`src/rtl/rvv_backend_dispatch_credit_ctrl.sv`:
```
// ---------------------------------------------------------------------------
// rvv_backend_dispatch_credit_ctrl
//
// Credit-based dispatch controller between the uop queue and the per-unit
// reservation stations / ROB. Each execution unit has a registered credit
// counter that mirrors its free RS entries, so acceptance needs no ready
// signal from the RS. Up to NUM_DP uops are accepted per cycle as an
// in-order prefix.
//
// Ports:
//   clk, rst_n          clock, asynchronous active-low reset
//   uop_valid_uop2dp    per-lane valid from the uop queue
//   uop_hazard          per-lane unresolved RAW wait
//   vr_limit            architectural hazard, blocks the last lane only
//   uop_unit            per-lane one-hot target unit (lane i at i*NUM_UNIT)
//   uop_rob_skip        per-lane "takes no ROB entry"
//   rob_free_cnt        free ROB slots this cycle (saturated at NUM_DP)
//   rs_release          per-unit count of RS entries freed this cycle
//   flush               synchronous pipeline flush
//   uop_ready_dp2uop    per-lane accept (pop)
//   rs_valid_dp2rs      per-lane, per-unit RS write strobe
//   uop_valid_dp2rob    per-lane ROB write strobe
//   credit              registered credits, unit u at u*CW
//   stall_cnt           saturating count of head-stall cycles
//   credit_err          sticky release-overflow flag
// ---------------------------------------------------------------------------
module rvv_backend_dispatch_credit_ctrl #(
  parameter int NUM_DP   = 4,
  parameter int NUM_UNIT = 5,
  parameter int RS_DEPTH = 8,
  parameter int CW       = $clog2(RS_DEPTH + 1),
  parameter int RW       = $clog2(NUM_DP + 1)
) (
  input  logic                       clk,
  input  logic                       rst_n,
  input  logic [NUM_DP-1:0]          uop_valid_uop2dp,
  input  logic [NUM_DP-1:0]          uop_hazard,
  input  logic                       vr_limit,
  input  logic [NUM_DP*NUM_UNIT-1:0] uop_unit,
  input  logic [NUM_DP-1:0]          uop_rob_skip,
  input  logic [RW-1:0]              rob_free_cnt,
  input  logic [NUM_UNIT*RW-1:0]     rs_release,
  input  logic                       flush,
  output logic [NUM_DP-1:0]          uop_ready_dp2uop,
  output logic [NUM_DP*NUM_UNIT-1:0] rs_valid_dp2rs,
  output logic [NUM_DP-1:0]          uop_valid_dp2rob,
  output logic [NUM_UNIT*CW-1:0]     credit,
  output logic [15:0]                stall_cnt,
  output logic                       credit_err
);

  // Wide enough for credit + release without wrap before clamping.
  localparam int W = CW + RW + 1;

  logic [NUM_UNIT-1:0][CW-1:0] credit_q, credit_d;
  logic                        credit_err_q, credit_err_d;
  logic [15:0]                 stall_q, stall_d;

  logic [NUM_DP-1:0]           acc;
  logic [NUM_UNIT-1:0][RW-1:0] demand;
  logic [RW-1:0]               rob_demand;
  logic [NUM_UNIT-1:0]         lane_unit;
  logic                        run;
  logic                        lane_ok;

  logic [NUM_UNIT-1:0][RW-1:0] dispatched;
  logic [NUM_UNIT-1:0][W-1:0]  credit_sum;
  logic [NUM_UNIT-1:0]         overflow;

  // -------------------------------------------------------------------------
  // Acceptance: walk lanes in order with running per-unit and ROB demand.
  // 'run' stays low once any lane fails, so the accepted set is a prefix.
  // -------------------------------------------------------------------------
  always_comb begin
    acc        = '0;
    demand     = '0;
    rob_demand = '0;
    lane_unit  = '0;
    run        = 1'b1;
    lane_ok    = 1'b0;
    for (int unsigned i = 0; i < NUM_DP; i++) begin
      lane_unit = uop_unit[i*NUM_UNIT +: NUM_UNIT];
      // exactly one bit set: non-zero and power of two
      lane_ok   = (lane_unit != '0) && ((lane_unit & (lane_unit - 1'b1)) == '0);
      lane_ok   = lane_ok & uop_valid_uop2dp[i] & ~uop_hazard[i] & ~flush;
      if (i == NUM_DP - 1) begin
        lane_ok = lane_ok & ~vr_limit;
      end
      for (int unsigned u = 0; u < NUM_UNIT; u++) begin
        if (lane_unit[u]) begin
          demand[u] = demand[u] + 1'b1;
        end
        if (W'(demand[u]) > W'(credit_q[u])) begin
          lane_ok = 1'b0;
        end
      end
      if (!uop_rob_skip[i]) begin
        rob_demand = rob_demand + 1'b1;
      end
      if (rob_demand > rob_free_cnt) begin
        lane_ok = 1'b0;
      end
      run    = run & lane_ok;
      acc[i] = run;
    end
  end

  // -------------------------------------------------------------------------
  // Strobes, held low during reset.
  // -------------------------------------------------------------------------
  always_comb begin
    uop_ready_dp2uop = '0;
    uop_valid_dp2rob = '0;
    rs_valid_dp2rs   = '0;
    for (int unsigned i = 0; i < NUM_DP; i++) begin
      uop_ready_dp2uop[i] = acc[i] & rst_n;
      uop_valid_dp2rob[i] = acc[i] & rst_n & ~uop_rob_skip[i];
      rs_valid_dp2rs[i*NUM_UNIT +: NUM_UNIT] =
        uop_unit[i*NUM_UNIT +: NUM_UNIT] & {NUM_UNIT{acc[i] & rst_n}};
    end
  end

  // -------------------------------------------------------------------------
  // Credit next-state. Underflow cannot occur: acceptance bounds dispatch by
  // the current credit, so only the upper bound needs clamping.
  // -------------------------------------------------------------------------
  always_comb begin
    dispatched = '0;
    for (int unsigned i = 0; i < NUM_DP; i++) begin
      for (int unsigned u = 0; u < NUM_UNIT; u++) begin
        if (acc[i] && uop_unit[i*NUM_UNIT + u]) begin
          dispatched[u] = dispatched[u] + 1'b1;
        end
      end
    end
  end

  always_comb begin
    credit_sum   = '0;
    overflow     = '0;
    credit_d     = credit_q;
    credit_err_d = credit_err_q;
    for (int unsigned u = 0; u < NUM_UNIT; u++) begin
      credit_sum[u] = W'(credit_q[u]) + W'(rs_release[u*RW +: RW]) - W'(dispatched[u]);
      if (credit_sum[u] > W'(RS_DEPTH)) begin
        overflow[u] = 1'b1;
        credit_d[u] = CW'(RS_DEPTH);
      end else begin
        credit_d[u] = credit_sum[u][CW-1:0];
      end
    end
    if (flush) begin
      for (int unsigned u = 0; u < NUM_UNIT; u++) begin
        credit_d[u] = CW'(RS_DEPTH);
      end
    end else if (overflow != '0) begin
      credit_err_d = 1'b1;
    end
  end

  // -------------------------------------------------------------------------
  // Head-stall counter.
  // -------------------------------------------------------------------------
  always_comb begin
    stall_d = stall_q;
    if (flush) begin
      stall_d = '0;
    end else if (uop_valid_uop2dp[0] && !acc[0] && (stall_q != '1)) begin
      stall_d = stall_q + 16'd1;
    end
  end

  always_ff @(posedge clk or negedge rst_n) begin
    if (!rst_n) begin
      for (int unsigned u = 0; u < NUM_UNIT; u++) begin
        credit_q[u] <= CW'(RS_DEPTH);
      end
      credit_err_q <= 1'b0;
      stall_q      <= '0;
    end else begin
      credit_q     <= credit_d;
      credit_err_q <= credit_err_d;
      stall_q      <= stall_d;
    end
  end

  assign credit     = credit_q;
  assign stall_cnt  = stall_q;
  assign credit_err = credit_err_q;

endmodule

```
`config.mk`:
```
export PLATFORM = sky130hd
export DESIGN_NAME = rvv_backend_dispatch_credit_ctrl
export DESIGN_NICKNAME = d
export VERILOG_FILES = /design/src/rtl/rvv_backend_dispatch_credit_ctrl.sv
export SDC_FILE = /design/constraint.sdc
export NUM_CORES = 1
export LEC_CHECK = 0
export ABC_AREA = 1
export CAP_MARGIN = 25
export CORE_ASPECT_RATIO = 1.5
export CORE_MARGIN = 2
export CORE_UTILIZATION = 55
export DETAILED_ROUTE_END_ITERATION = 8
export PLACE_DENSITY = 0.83
export SETUP_SLACK_MARGIN = 0.2
export SLEW_MARGIN = 0
export SYNTH_ARGS = -nofsm -noshare
export SYNTH_HDL_FRONTEND = slang
export SYNTH_SLANG_ARGS = --single-unit
```
`constraint.sdc`:
```
create_clock -name clk -period 5.4 [get_ports clk]
set_input_delay 1.08 -clock clk [delete_from_list [all_inputs] [get_ports clk]]
set_output_delay 1.08 -clock clk [all_outputs]
set_load 0.005 [all_outputs]
```
==> flow_summary.json, run 1 <==
{
  "status": "stopped before the end",
  "failed_stage": "5_1_grt",
  "error_line": "[ERROR DPL-0038] Utilization greater than 100%, impossible to legalize",
  "port_buffers": 118,
  "synth_cell_types": 41,
  "yosysSeqAreaShare_pct": 14.17,
  "start_util_pct": 56.75,
  "synth_area_per_cell_um2": 6.657,
  "clockBufferDepth": 2,
  "place_area_mm2": 0.009075,
  "synth.area.top_cells": "ha_1 25%, nand2_1 13%, dfrtp_1 12%",
  "ys_ff_latch": 37,
  "syn_inst": 988,
  "cts_max_level": 2,
  "grt_max_degree": 38,
  "synthTopCellsByCount": "220 x nand2_1, 204 x inv_1, 129 x ha_1, 107 x nor2_1, 82 x nand3_1",
  "gp_congestion": 0.9776,
  "yosysMostFrequentCell": "nand2_1",
  "rows": 48,
  "synth_flop_cell": "dfrtp_1",
  "fp.dieW_um": 93.29,
  "cts-hold-fix-buffers": 0,
  "synth_nets": 1186,
  "synth_top_cell_by_area": "ha_1",
  "synth_edf_count": 0,
  "synthArstFlopShare_pct": 100.0,
  "worst_endpoint": "credit_err$_DFFE_PN0P_/D",
  "cts-root-buf": "clkbuf_16",
  "post-dp-hpwl_um": 16930,
  "ios": 119,
  "syn_area_mm2": 0.006578,
  "clock_sinks": 37,
  "worst-ep-kind": "register data pin",
  "cts_buffers": 5,
  "yosysTopAreaCellShare_pct": 24.54,
  "die_h_um": 137.9,
  "yosys_warnings": 0
}
timing repair:
action	CTS
gates resized for setup	254
pin swaps	99
endpoints found under the setup margin	35
cloned	1
buffers inserted	19
logic make-up after synthesis:
logic type | synth area share (%)
xor gates and xnor gates | 3.995
buffers and inverters | 14.21
adders and majority gates | 29.10
AOI/OAI and AO/OA | 6.753
and+or+nand+nor | 31.77
DFF | 14.17
per-stage QoR:
step / setup slack (ns) / util, % / instances / TNS [ns] / hold slack, ns
CTS: 0.08518 / 87.23 / 1420 / 0 / 0.4879
floorplan: 0.1831 / - / 988 / 0 / 0.4568
global placement: -0.9084 / 78.29 / 1392 / -20.72 / 0.4951
detailed placement: -1.046 / 78.29 / 1392 / -23.92 / 0.4705
==> run 2: changes to the inputs <==
- CORE_ASPECT_RATIO: 1.5 -> not set
- CORE_UTILIZATION: 55 -> 40
- PLACE_DENSITY: 0.83 -> not set
- PLACE_DENSITY_LB_ADDON: not set -> 0.15
- SETUP_SLACK_MARGIN: 0.2 -> not set
==> flow_summary.json, run 2 <==
{
  "yosysTopAreaCellShare_pct": 24.54,
  "crit_buf_inv": 11,
  "core-area_mm2": 0.01600,
  "area_growth_pct": 67.26,
  "yosys_warnings": 0,
  "drtIter0Drc": 325,
  "clock_sinks": 37,
  "slew_viol_final": 0,
  "crit_arrival_ns": 5.52,
  "synth_edf_count": 0,
  "synthArstFlopShare_pct": 100.0,
  "drc_errors": 0,
  "grtUsageTotal_pct": 23.47,
  "cts_buffers": 5,
  "power_frac_seq_pct": 12.9,
  "p_int_w": 0.001793,
  "grt_setup_unrepaired": "yes",
  "insertion_delay_ns": 0.30,
  "critPathMaxFanout": 4,
  "routed_via_density": 4.786,
  "grt_first_pass_wirelength_um": 33490,
  "ios": 119,
  "cts_max_level": 2,
  "synth.area.top_cells": "ha_1 25%, nand2_1 13%, dfrtp_1 12%",
  "port_buffers": 118,
  "setup-violations-final": 0,
  "whs_path_depth": 2,
  "antenna_found_initial": 0,
  "regToRegSetupSlack_ns": 0.70,
  "hold_viol": 0,
  "synth_top_cell_by_area": "ha_1",
  "synth_flop_cell": "dfrtp_1",
  "rr_endpoint": "credit_err",
  "required_ns": 5.59,
  "maxCapViolations": 0,
  "fp.dieW_um": 132.2,
  "syn_area_mm2": 0.006578,
  "n_fill_cell": 1358,
  "fin_crit_ns": 5.325,
  "switching_share_pct": 45.12,
  "vias": 7274,
  "drtAntennaViolNets": 0,
  "largest_reg_flops": 20,
  "clockBufferDepth": 2,
  "wire_per_inst_um": 14.17,
  "cts-root-buf": "clkbuf_16",
  "layout_commonest_cell": "buf_4",
  "finalWirelength_um": 21530,
  "slew_headroom_pct": 61.91,
  "yosysMostFrequentCell": "nand2_1",
  "utilization_pct": 68.76,
  "grt_max_degree": 26,
  "synth_nets": 1186,
  "path_common_cell": "nand2_1",
  "pwr-share-comb_pct": 76.2,
  "start_util_pct": 41.11,
  "fin_crit_sh_pct": 98.61,
  "path_delay_family": "adder cells",
  "yosysSeqAreaShare_pct": 14.17,
  "grt_pass1_vias": 6952,
  "clkPwrFrac_pct": 10.9,
  "worst_slew_pin_slew_ns": 0.5679,
  "power_switching_w": 0.001474,
  "synth_area_per_cell_um2": 6.657,
  "dieArea_mm2": 0.01749,
  "drt-pass1-iter-count": 5,
  "diodes": 0,
  "die_h_um": 132.2,
  "drive_above_1_share_pct": 37.12,
  "start_kind": "input pin",
  "post-dp-hpwl_um": 16030,
  "p_per_area_mw_per_mm2": 296.9,
  "path_clk_slew_ns": 0.06,
  "cts-hold-fix-buffers": 0,
  "finClkSkew_ns": 0.003360,
  "ys_ff_latch": 37,
  "finalNonFillerCells": 1520,
  "synth_cell_types": 41,
  "num-nets-final": 1501,
  "hp-class": "reg -> reg",
  "reg2regPathDepth": 36,
  "critPathMaxStageDelay_ns": 0.50,
  "rows": 46,
  "rr_startpoint": "credit[9]",
  "cpMaxStageDelayCell": "fa_1",
  "gp_congestion": 0.9158,
  "cts_tree": "built",
  "place_inst": 1475,
  "worstHoldStart": "credit_err",
  "overflow": 0,
  "synthTopCellsByCount": "220 x nand2_1, 204 x inv_1, 129 x ha_1, 107 x nor2_1, 82 x nand3_1",
  "syn_inst": 988,
  "hold_ws_ns": 0.5016,
  "status": "finished, final reports clean",
  "critical_path.endpoint_type": "flip-flop",
  "p_leak_nw": 5.526,
  "final_cell_mix": "184 x buf_4, 183 x nand2_1, 173 x inv_1",
  "fmax_mhz": 187.8,
  "max-vdd-ir-drop_mv": 0.2193,
  "whs_endpoint": "credit_err",
  "path_class": "in -> reg"
}
[run 2: what timing repair did]
item                                    CTS  global route
endpoints found under the setup margin   32            29
pin swaps                                70           107
setup buffers                            20            20
resized for setup                       189           204
[run 2: cell type report]
type                            count  area, um2  share of cell area (%)
Clock buffer                        5      125.1                   1.137
Clock inverter                      3      43.79                  0.3980
Sequential cell                    37      932.1                   8.473
Tap cell                          216      270.3                   2.456
Timing Repair Buffer              321       2786                   25.33
Inverter                          218      838.3                   7.620
Multi-Input combinational cell    720       6006                   54.59
[run 2: metrics by stage]
stage | total power, W | setup TNS (ns) | cell area (um2) | worst slack (ns)
after CTS | 0.002834 | 0 | 10070 | 0.007176
after floorplan | 0.001441 | 0 | 6578 | 0.1081
after global placement | 0.002188 | -20.11 | 9166 | -0.9100
after global routing | 0.003552 | -0.8027 | 11000 | -0.1624
after detailed placement | 0.002211 | -22.08 | 9166 | -1.037
final | 0.003267 | 0 | 11000 | 0.07501
[run 2: per-layer routing]
metal  global-route usage (%)  part of all wire [%]  wire (um)  up-vias
met1                    30.23                    44       9425     3383
met4                    6.930                   2.7        575        0
met2                    40.77                    49      10560      149
met3                    3.383                   4.5        969       32
li1                         -                     -          -     3710
met5                        0                     0          0        -
[run 2: worst register-to-register path: cells and delay by family (launching register included)]
family          cells  cell delay [ns]
simple gates       19             1.50
fa+ha+maj           5             1.43
buf+inv             9             0.92
flops               1             0.38
compound gates      3             0.36
[run 2: power groups by stage]
| stage | clock network, W | registers [W] | logic, W |
|---|---|---|---|
| after floorplan | 0 | 0.000407 | 0.00103 |
| after global placement | 0 | 0.000423 | 0.00176 |
| after detailed placement | 0 | 0.000422 | 0.00179 |
| after CTS | 0.000363 | 0.000417 | 0.00205 |
| after global routing | 0.000373 | 0.000431 | 0.00275 |
| final | 0.000356 | 0.000422 | 0.00249 |
[run 2: cells by family after synthesis]
| kind of cell | Yosys count | synth area share (%) |
|---|---|---|
| flip-flops | 37 | 14.17 |
| XOR/XNOR | 30 | 3.995 |
| adder cells (fa/ha/maj) | 144 | 29.10 |
| AND/OR/NAND/NOR | 464 | 31.77 |
| AO/OA/AOI/OAI | 82 | 6.753 |
| buffers and inverters | 231 | 14.21 |
[run 2: how the worst max path moves through the flow]
stage	from	end	slack [ns]	cells after the start
finish	uop_unit[0]	credit_err	0.08	40
CTS	uop_unit[0]	credit_err	0.007	34
global route	uop_unit[0]	credit_err	-0.16	40
global placement	uop_rob_skip[0]	credit_err	-0.91	34
detailed placement	uop_unit[3]	credit_err	-1.04	33
floorplan	uop_rob_skip[0]	credit_err	0.11	32
No activity file was read; power rests on OpenSTA's default activity.
==> edit 1 (config.mk and constraints of run 2) <==
Register the output `stall_cnt` once more, without a reset; this adds one clock of latency there. The other outputs are not delayed to match. Comments in the files are not updated.
--- a/src/rtl/rvv_backend_dispatch_credit_ctrl.sv
+++ b/src/rtl/rvv_backend_dispatch_credit_ctrl.sv
@@ -187,3 +187,5 @@
   assign credit     = credit_q;
-  assign stall_cnt  = stall_q;
+  always_ff @(posedge clk) begin
+    stall_cnt <= stall_q;
+  end
   assign credit_err = credit_err_q;
Behaviour: not the same (a bounded check fails within 4 cycles, from zero or initial values and one cycle with rst_n low).
==> edit 1 against run 2 <==
- core utilization shrank 3.9 points
- setup slack worse by 49 ps
- critical path depth decreased by 8
- sequential cell count rose by 16
- cell area is 1.5% lower
- routed wire length shrank 0.58%
- total power shrank 4.7%
- synthesized area grew 4.4%
==> edit 1: results (changes against run 2) <==
[outcome]
outcome = finished clean  ; unchanged

[yosys]
netlist_top_cells_count = nand2_1 (207), inv_1 (202), ha_1 (129), nor2_1 (116), nand3_1 (80)  ; was nand2_1 (220), inv_1 (204), ha_1 (129), nor2_1 (107), nand3_1 (82)
synth_xor_area_share_pct = 4.083  ; was 3.995%
synth-compound-area-share_pct = 6.252  ; was 6.753%
synth.distinct_cells = 43  ; was 41
async_reset_ff_share_pct = 69.81  ; was 100.0%
syn_nets = 1197  ; was 1186
synth.yosys.seq_area_share_pct = 18.25  ; was 14.17%
synth.area.top_cells = ha_1 (24%), dfrtp_1 (12%), nand2_1 (11%), inv_1 (11%), nor2_1 (6.3%)  ; was ha_1 (25%), nand2_1 (13%), dfrtp_1 (12%), inv_1 (12%), nand3_1 (6.2%)
synth_cells = 999  ; was 988

[place]
dpl.cell_count = 1472  ; was 1475
pre_cts_slack_ps = -1135  ; was -1037 ps
place_area_mm2 = 0.009324  ; was 0.009166 mm²
io_buffers = 118  ; unchanged
place_congestion = 0.8773  ; was 0.9158
dpl.hpwl_um = 16220  ; was 16030 µm

[grt]
grt_pass1_wl_um = 33530  ; was 33490 µm
grt_pass1_vias = 7014  ; was 6952
grtUsageMet1_pct = 30.76  ; was 30.23%
met3_usage_pct = 3.303  ; was 3.383%
grt_max_degree = 22  ; was 26
grtUsageTotal_pct = 23.09  ; was 23.47%

[timing]
hold_slack_ps = 419.0  ; was 501.6 ps
worst_slew_pin_slew_ps = 680.1  ; was 567.9 ps
fin_worst_skew_ps = 5.453  ; was 3.360 ps

[critical_path]
rrSetupSlack_ps = 590  ; was 700 ps
slowest_stage = fa_2  ; was fa_1
crit_family = simple AND/OR/NAND/NOR gates  ; was adder cells
timing.reg2reg.worst_path_depth = 29  ; was 36
cp.arrival_ps = 5570  ; was 5520 ps
r2r_start = credit[8]  ; was credit[9]

[power]
worst_ir_drop_vdd_mv = 0.1710  ; was 0.2193 mV
swShare_pct = 44.83  ; was 45.12%
p_comb_share_pct = 71.8  ; was 76.2%
p_int_mw = 1.718  ; was 1.793 mW
leakagePower_nw = 5.438  ; was 5.526 nW

[drt]
drtIter0Drc = 280  ; was 325
wl_met3_um = 964  ; was 969 µm
routedWlPerCell_um = 14.17  ; about the same
met2_length_um = 10180  ; was 10560 µm

[cells_and_area]
nNetsFinal = 1488  ; was 1501
drive_gt1_share_pct = 32.38  ; was 37.12%

[hold_path]
hold_depth = 0  ; was 2

[clock_network]
cts_buffers = 5  ; unchanged
cts_resized = 147  ; was 189

## edit 1: final cells by class
type | count | area, µm² | share of cell area [%]
Clock inverter | 2 | 13.76 | 0.1270
Multi-Input combinational cell | 721 | 5724 | 52.83
Sequential cell | 53 | 1252 | 11.56
Inverter | 210 | 820.8 | 7.575
Tap cell | 220 | 275.3 | 2.540
Clock buffer | 6 | 128.9 | 1.189
Timing Repair Buffer | 299 | 2620 | 24.18
## edit 1: logic make-up (layout without fill, tap and decap cells)
family | count (synthesis) | count (layout)
fa+ha+maj | 144 | 144
xor+xnor | 32 | 32
simple gates | 467 | 467
buf+inv | 225 | 517
flops | 53 | 53
compound gates | 78 | 78
## edit 1: worst max-delay path by stage
stage	start	end	slack, ps	depth (start not counted)
after floorplan	uop_unit[4]	credit[19]	40	28
after global placement	uop_unit[7]	credit[1]	-1060	29
after detailed placement	uop_unit[5]	credit_err	-1130	29
after CTS	uop_rob_skip[1]	credit_err	-30	31
after global routing	uop_unit[14]	credit_err	-150	31
final	uop_unit[4]	credit_err	30	32
==> edit 2 (flow settings as in run 2) <==
Without the edit above. The parameter `RS_DEPTH` goes from 8 to 16.
--- a/src/rtl/rvv_backend_dispatch_credit_ctrl.sv
+++ b/src/rtl/rvv_backend_dispatch_credit_ctrl.sv
@@ -29,3 +29,3 @@
   parameter int NUM_UNIT = 5,
-  parameter int RS_DEPTH = 8,
+  parameter int RS_DEPTH = 16,
   parameter int CW       = $clog2(RS_DEPTH + 1),
Interface: changed (resized credit); port bits go from 119 to 124. The function was not compared with the original's and may differ.
==> edit 2 against run 2 <==
- the run now ends with setup timing left
- synthesized area rose by 12%
- sequential cell count rose by 5
- first-iteration DRC count rose by 33%
- total power rose by 12%
- synthesized cell count rose by 15%
- sequential power rose by 13%
- register-to-register slack got worse by 290 ps
- combinational power rose by 14%
- core utilization rose by 0.86 points
- cell area rose by 14%
- largest cell class unchanged
- non-clock buffer count rose by 69
- highest routed layer unchanged
- worst hold slack improved by 15 ps
- critical path type unchanged
- setup slack got worse by 77 ps
- routed wire length rose by 22%
==> edit 2: results (changes against run 2) <==
[yosys]
synth.distinct_cells = 38  ; was 41
synth-compound-area-share_pct = 5.179  ; was 6.753%
netlist_top_cells_count = nand2_1 (254), inv_1 (230), ha_1 (136), nor2_1 (132), nand3_1 (103)  ; was nand2_1 (220), inv_1 (204), ha_1 (129), nor2_1 (107), nand3_1 (82)
synthMuxAreaShare_pct = 0  ; unchanged
synth_area_per_cell_um2 = 6.508  ; was 6.657 µm²
synth.yosys.seq_area_share_pct = 14.30  ; was 14.17%
synthAdderAreaFrac_pct = 27.21  ; was 29.10%
synth.area.top_cells = ha_1 (23%), nand2_1 (13%), dfrtp_1 (13%), inv_1 (12%), nand3_1 (7.0%)  ; was ha_1 (25%), nand2_1 (13%), dfrtp_1 (12%), inv_1 (12%), nand3_1 (6.2%)
syn_nets = 1341  ; was 1186
synth_xor_area_share_pct = 4.383  ; was 3.995%

[drt]
met1_length_um = 11460  ; was 9425 µm
final_antenna_net_count = 0  ; unchanged
drtIter0Drc = 431  ; was 325
wirelength_um = 26340  ; was 21530 µm
wl_met3_um = 1169  ; was 969 µm
dr.pass1.iters = 4  ; was 5
viasPerCell = 4.951  ; was 4.786
met2_length_um = 12700  ; was 10560 µm

[power]
leakagePower_nw = 6.238  ; was 5.526 nW
worst_ir_drop_vdd_mv = 0.2380  ; was 0.2193 mV
p_int_mw = 1.933  ; was 1.793 mW

[clock_network]
worstSkewPairLatency_ps = 310
cts_hold_buf = 0  ; unchanged
cts_buffers = 5  ; unchanged
clkSlewWorstSetupHoldPaths_ps = 70
clk_path_buf_depth = 2  ; unchanged
cts_root_buf = clkbuf_16  ; unchanged

[timing]
worst_slew_pin_slew_ps = 607.6  ; was 567.9 ps
fin_worst_skew_ps = 6.308  ; was 3.360 ps
setup_viol = 1  ; was 0
fin_ws_ps = -2.092  ; was 75.01 ps
hold_slack_ps = 516.6  ; was 501.6 ps
fin_tns_setup_ps = -2.092  ; was 0 ps

[critical_path]
max_stage_delay_ps = 550  ; was 500 ps
slowest_stage = fa_1  ; unchanged
rrSetupSlack_ps = 410  ; was 700 ps
crit_type = in -> reg  ; unchanged
r2r_start = credit[4]  ; was credit[9]
cp.arrival_ps = 5600  ; was 5520 ps
r2r-end = credit_err  ; unchanged
critPathMaxFanout = 6  ; was 4
crit_path_start = uop_unit[9]  ; was uop_unit[0]

[place]
place_congestion = 0.9257  ; was 0.9158
place_area_mm2 = 0.01034  ; was 0.009166 mm²
pre_cts_slack_ps = -1302  ; was -1037 ps
io_buffers = 123  ; was 118
dpl.hpwl_um = 19270  ; was 16030 µm

[outcome]
violations = setup timing
outcome = finished with violations  ; was finished clean

[grt]
grt_pass1_vias = 8183  ; was 6952
grt_pass1_wl_um = 39190  ; was 33490 µm
grtUsageTotal_pct = 24.71  ; was 23.47%
grt_max_degree = 43  ; was 26

[cells_and_area]
largest_reg_flops = 25  ; was 20
drive_gt1_share_pct = 39.42  ; was 37.12%
instances_no_fill = 1741  ; was 1520

[hold_path]
hold_depth = 1  ; was 2
whs_endpoint = stall_cnt[4]  ; was credit_err
hold_start = stall_cnt[4]  ; was credit_err
hp-class = reg -> reg  ; unchanged

## edit 2: cell types whose count changed in the layout (fill, tap and decap cells not counted), sizes merged, moves of 3 or more
cell           change
a21oi             -12
a31oi              -5
buf               +63
clkdlybuf4s15      +3
clkdlybuf4s50      +4
dfrtp              +5
ha                 +7
inv               +19
nand2             +30
nand3             +17
nand4             +29
nor2              +27
o21ai              +6
xor2               +6
## edit 2: final cells by class
cell class	count	area, µm²
tap	229	286.5
clock buffer	5	125.1
fill	1417	5477
clock inverter	3	26.28
sequential	42	1057
inverter	238	917.1
timing repair buffer	390	3379
multi-input combinational	834	6756
## edit 2: power by group through the flow
stage               registers (mW)  logic [mW]  clock network, mW
floorplan                    0.462        1.19                  0
global placement             0.481        2.08                  0
detailed placement           0.480        2.10                  0
CTS                          0.474        2.33              0.347
global route                 0.487        3.11              0.356
finish                       0.476        2.84              0.343
## edit 2: metal layers
metal  up-vias  global-route usage [%]
met5         -                       0
met4         0                   8.000
met3        61                   2.735
met2       233                   42.77
met1      4007                   32.25
li1       4319                       -
## edit 2: worst max-delay path, delay by kind of cell
family / cells / cell delay [ps]
and+or+nand+nor: 21 / 1620
adders and majority gates: 5 / 1640
AOI/OAI and AO/OA: 1 / 60
xor gates and xnor gates: 3 / 490
buffers and inverters: 8 / 690
## edit 2: cells by family after synthesis
family / after synthesis
XOR/XNOR: 37
flip-flops: 42
adder cells (fa/ha/maj): 152
AND/OR/NAND/NOR: 573
AO/OA/AOI/OAI: 72
buffers and inverters: 260
## edit 2: what timing repair did
item / in CTS / in global routing
endpoints found under the hold margin: 0 / 0
cloned: 0 / 0
buffers inserted: 32 / 35
setup endpoints to repair: 37 / 32
gates resized for setup: 196 / 265
pin swaps: 80 / 142
